===== src/rtl/fact_pkg.sv =====
// Shared definitions for the factorial datapath: sequencer state encoding
// and the default operand width / largest n that still fits the product.
package fact_pkg;

  typedef enum logic {IDLE, RUN} seq_state_t;

  // 12! = 479001600 is the largest factorial that fits in 32 bits.
  localparam int FACT_WIDTH = 32;
  localparam int FACT_MAX_N = 12;

endpackage


===== src/rtl/operand_dec_reg.sv =====
// Loadable down-counting operand register. A load takes priority over a
// decrement; q_is_one flags the final operand of a factorial sequence.
module operand_dec_reg #(
  parameter int WIDTH = 32
) (
  input  logic             clk,
  input  logic             rst,
  input  logic             load,
  input  logic [WIDTH-1:0] load_val,
  input  logic             dec,
  output logic [WIDTH-1:0] q,
  output logic             q_is_one
);

  // Operand register: reset clears, load seeds n, dec steps toward 1.
  always_ff @(posedge clk) begin
    if (rst) begin
      q <= '0;
    end else if (load) begin
      q <= load_val;
    end else if (dec) begin
      q <= q - WIDTH'(1);
    end
  end

  assign q_is_one = (q == WIDTH'(1));

endmodule


===== src/rtl/fact_operand_seq.sv =====
// Factorial operand sequencer: accepts n over a start handshake and streams
// n, n-1, ..., 1 to the multiplier with a last flag on the final operand.
// Out-of-range requests are rejected with a one-cycle err pulse; 0! and 1!
// both produce a single operand of 1.
module fact_operand_seq
  import fact_pkg::*;
#(
  parameter int WIDTH = FACT_WIDTH,
  parameter int MAX_N = FACT_MAX_N
) (
  input  logic             clk,
  input  logic             rst,
  input  logic             start_valid,
  output logic             start_ready,
  input  logic [WIDTH-1:0] start_n,
  input  logic             abort,
  output logic             out_valid,
  input  logic             out_ready,
  output logic [WIDTH-1:0] out_data,
  output logic             out_last,
  output logic             busy,
  output logic             err
);

  // First operand of a sequence: 0 and 1 both collapse to a single beat of 1.
  function automatic logic [WIDTH-1:0] first_operand(input logic [WIDTH-1:0] n);
    first_operand = (n <= WIDTH'(1)) ? WIDTH'(1) : n;
  endfunction

  seq_state_t       state, state_nxt;
  logic             start_fire;
  logic             over_range;
  logic             out_fire;
  logic             load;
  logic             dec;
  logic             q_is_one;
  logic             err_p1;
  logic [WIDTH-1:0] q;

  // An abort cycle suppresses start acceptance even in IDLE.
  assign start_fire = start_valid && start_ready && !abort;
  assign over_range = (start_n > WIDTH'(MAX_N));
  assign out_fire   = out_valid && out_ready;
  assign load       = start_fire && !over_range;
  // The register never steps below 1, so the counter cannot wrap.
  assign dec        = out_fire && !q_is_one && !abort;

  operand_dec_reg #(
    .WIDTH (WIDTH)
  ) u_dec_reg (
    .clk      (clk),
    .rst      (rst),
    .load     (load),
    .load_val (first_operand(start_n)),
    .dec      (dec),
    .q        (q),
    .q_is_one (q_is_one)
  );

  // State register.
  always_ff @(posedge clk) begin
    if (rst) begin
      state <= IDLE;
    end else begin
      state <= state_nxt;
    end
  end

  // Rejection pulse: high for the single cycle after an out-of-range start.
  always_ff @(posedge clk) begin
    if (rst) begin
      err_p1 <= 1'b0;
    end else begin
      err_p1 <= start_fire && over_range;
    end
  end

  // Next-state logic: abort ends a run even if the current beat transfers.
  always_comb begin
    state_nxt = state;
    unique case (state)
      IDLE: begin
        if (load) begin
          state_nxt = RUN;
        end
      end
      RUN: begin
        if (abort) begin
          state_nxt = IDLE;
        end else if (out_fire && q_is_one) begin
          state_nxt = IDLE;
        end
      end
      default: state_nxt = IDLE;
    endcase
  end

  // Outputs are decoded from registered state and operand only.
  always_comb begin
    start_ready = (state == IDLE) && !rst;
    busy        = (state == RUN);
    out_valid   = (state == RUN);
    out_last    = (state == RUN) && q_is_one;
    out_data    = q;
    err         = err_p1;
  end

endmodule


===== config.mk =====
export PLATFORM = sky130hd
export DESIGN_NAME = fact_operand_seq
export DESIGN_NICKNAME = d
export VERILOG_FILES = /design/src/rtl/fact_pkg.sv /design/src/rtl/operand_dec_reg.sv /design/src/rtl/fact_operand_seq.sv
export SDC_FILE = /design/constraint.sdc
export NUM_CORES = 1
export LEC_CHECK = 0
export BUFFER_PORTS_ARGS = -buffer_cell sky130_fd_sc_hd__buf_2
export CAP_MARGIN = 10
export CORE_MARGIN = 1
export CORE_UTILIZATION = 53
export CTS_BUF_LIST = sky130_fd_sc_hd__clkbuf_8
export CTS_CLUSTER_SIZE = 8
export DETAILED_ROUTE_END_ITERATION = 8
export GPL_TIMING_DRIVEN = 0
export HOLD_SLACK_MARGIN = 0.1
export PLACE_DENSITY_LB_ADDON = 0.05
export SLEW_MARGIN = 30
export SYNTH_ARGS = -nofsm -noshare
export SYNTH_HDL_FRONTEND = slang
export SYNTH_HIERARCHICAL = 1
export SYNTH_SLANG_ARGS = --single-unit

===== constraint.sdc =====
create_clock -name clk -period 4.3 [get_ports clk]
set_input_delay 0.86 -clock clk [delete_from_list [all_inputs] [get_ports clk]]
set_output_delay 0.86 -clock clk [all_outputs]
set_load 0.02 [all_outputs]

==> results.tsv <==
stage	metric	value	unit
run_status	status	complete, but fails checks	
run_status	violations	design-rule violations	
clock_network	numClockSinks	34	
die	dieWidth	69.0	um
sta	tightest_slew	0.852	ns
detailed_routing	dr_total_vias	2835	
detailed_routing	postRouteAntennaNets	0	
setup_path	crit_cells	13	
setup_path	crit_type	reg2reg	
setup_path	slowest_delay	0.51	ns
synth	ys_async_sr_fraction	0	
grt	antenna_found_initial	0	
synth	syn_avg_cell_area	7.52	sq um
worst_hold_path	min_path_type	reg2reg	
setup_path	r2r-end	u_dec_reg/q[24]$_SDFFE_PP0P_	
die	die_y	69.0	um
setup_path	regToRegSetupSlack	0.26	ns
placement	preCtsSetupSlack	0.153	ns
layout	num_antenna_cells	0	
setup_path	endpoint	u_dec_reg/q[24]$_SDFFE_PP0P_	
synth	synthCells	316	
detailed_routing	wl_per_cell	16.7	um
sta	layout_setup_ws	0.262	ns
placement	place.gp.congestion	0.861	
setup_path	path_max_fanout	10	
layout	final_layout_size_suffix_gt1_frac	0.249	
grt	grt_max_degree	11	
synth	yosysMostFrequentCell	clkbuf_1	
grt	grt_util_all_layers	0.328	
clock_network	postCtsHoldBufs	0	
clock_network	cts_made_buffers	5	
grt	overflow	0	
setup_path	worstPathCellList	buf_6 -> or4_1 -> buf_2 -> or4_1 -> buf_2 -> clkbuf_2 -> nor4_1 -> nor4b_1 -> nor4bb_1 -> and4_1 -> clkbuf_1 -> and4_1 -> a2111oi_0	
setup_path	critPathBufInv	5	
clock_network	root_buffer	clkbuf_8	
clock_network	htree_levels	2	
detailed_routing	wirelength	7450	um
sta	slew_headroom	0.427	
power_and_ir_drop	power_density	224	nW/um^2
layout	areaGrowthSynthToFinish	22.9	%
synth	ys_warn_count	6	
clock_network	cts_tree	built	
sta	tns	0	ns
synth	yosys-top-cells-count	clkbuf_1, dfxtp_1, nor2_1	
placement	io_buffers	73	
setup_path	reg2reg_depth	13	
setup_path	required	4.45	ns
detailed_routing	drtPass1Iterations	7	
synth	synth_ff_type	dfxtp_1	
detailed_routing	drt_iter0_markers	237	
synth	yosys_register_bits	34	
detailed_routing	drc_errors	1	
placement	post-place-cells	439	
power_and_ir_drop	leakage	1.26	nW
die	dieArea	4760	sq um
synth	syn_area	2380	sq um
detailed_routing	via_per_inst	6.34	
clock_network	cts.clk_slew.worst_paths	0.08	ns
setup_path	start_kind	register	
sta	period_minus_slack	4.04	ns
sta	slew_viol_final	0	
synth	yosysSeqAreaShare	0.286	
setup_path	cpLargestDelayFamily	simple AND/OR/NAND/NOR gates	
sta	hold_violations	0	
setup_path	worst_r2r_startpoint	u_dec_reg/q[2]$_SDFFE_PP0P_	
sta	fin_skew	0.00731	ns
grt	grt_pass1_vias	2423	
die	pin_count	74	
placement	dp_hpwl	5480	um
synth	synth_edf_count	0	
setup_path	cp_slowest_cell	or4_1	
die	core_area	4140	sq um
sta	finalSetupViolations	0	
power_and_ir_drop	peakVddDrop	0.136	mV
sta	period_share	0.939	
setup_path	worst_ep_arrival_time	4.19	ns
synth	synth_area_leaders	dfxtp_1, clkbuf_1, or4_1	
die	initial_core_util	0.574	
synth	yosysTopAreaCell	dfxtp_1	
sta	fmax	248	MHz
clock_network	clock_latency	0.29	ns
setup_path	cp-startpoint	u_dec_reg/q[2]$_SDFFE_PP0P_	
clock_network	clk_path_buf_depth	2	
synth	synth_top_cell_area_share	0.286	
setup_path	cp-end-kind	register	
die	rows	23	
layout	layout.nets	435	
sta	rsz0062_at_grt	no	
synth	yosysUniqueCellTypes	53	
synth	synth_fp_nets	355	
layout	utilization	0.705	
run	max-cap-violations	0	
grt	grt_first_pass_wirelength	11400	um
layout	fin_cells	447	
## worst reg2reg max path, delay by kind of cell, from the launching register on
kind | cells | cell delay [ns]
DFF | 1 | 0.33
buffers and inverters | 5 | 0.98
AOI/OAI and AO/OA | 1 | 0.35
and+or+nand+nor | 7 | 2.24
## worst min path at each step
stage	startpoint	to	slack, ns	cells after the start
floorplan	u_dec_reg/q[10]$_SDFFE_PP0P_	u_dec_reg/q[10]$_SDFFE_PP0P_	0.58	2
global route	u_dec_reg/q[10]$_SDFFE_PP0P_	u_dec_reg/q[10]$_SDFFE_PP0P_	0.55	2
global placement	u_dec_reg/q[16]$_SDFFE_PP0P_	u_dec_reg/q[16]$_SDFFE_PP0P_	0.51	2
detailed placement	u_dec_reg/q[10]$_SDFFE_PP0P_	u_dec_reg/q[10]$_SDFFE_PP0P_	0.50	2
CTS	u_dec_reg/q[10]$_SDFFE_PP0P_	u_dec_reg/q[10]$_SDFFE_PP0P_	0.52	2
finish	u_dec_reg/q[16]$_SDFFE_PP0P_	u_dec_reg/q[16]$_SDFFE_PP0P_	0.52	2
## state kept, by name (all words and copies together) (netlist names)
name and flops:
busy 1, err 1, u_dec_reg/q 32
## placed cells by master (no fill, tap or decap), types with 7 or more instances in the layout
master and n:
clkbuf_1 43, or4_1 18, nor2_1 29, and4_1 7
a311oi_1 10, inv_1 11, or3_1 13, a211oi_1 9
o21ai_0 7, a21oi_1 14, dfxtp_1 34, nand2_1 13
buf_2 77, clkbuf_8 8, nor4_1 13, nor3_1 9
## power breakdown
part	switching [mW]	internal, mW	leakage, nW
combinational	0.0286	0.0244	0.933
sequential	0.0000581	0.315	0.274
clock	0.123	0.162	0.0575
total	0.152	0.501	1.26
## kinds of logic (layout without fill, tap and decap cells)
group                      Yosys count  after routing  share of synthesized area
DFF                                 34             34                      0.286
adders and majority gates            2              2                     0.0105
xor gates and xnor gates             7              7                     0.0258
and+or+nand+nor                    142            142                      0.366
buffers and inverters               66            147                      0.118
AOI/OAI and AO/OA                   65             65                      0.194
## per-layer routing
layer | vias to the layer above | GRT usage | routed length (um)
li1 | 1338 | - | -
met1 | 1301 | 0.433 | 3090
met2 | 179 | 0.522 | 3440
met3 | 17 | 0.0641 | 764
met4 | 0 | 0.125 | 159
met5 | - | 0 | 0
## repair_timing
item	4_1_cts	5_1_grt
setup buffers	0	0
resized for setup	0	3
setup endpoints to repair	0	8
## per-stage QoR
stage	cell area, sq um	power (mW)	hold WS, ns
CTS	2920	0.654	0.518
global placement	2810	0.374	0.509
finish	2920	0.653	0.523
global route	2920	0.672	0.548
detailed placement	2810	0.375	0.503
floorplan	2380	0.345	0.579
## area by class of cell
| cell class | count | area (sq um) |
|---|---|---|
| Timing Repair Buffer | 73 | 365 |
| Tap cell | 50 | 62.6 |
| Sequential cell | 34 | 681 |
| Fill cell | 365 | 1220 |
| Inverter | 12 | 45.0 |
| Buffer | 54 | 236 |
| Multi-Input combinational cell | 216 | 1420 |
| Clock buffer | 8 | 110 |
No activity file was read; power rests on OpenSTA's default activity.
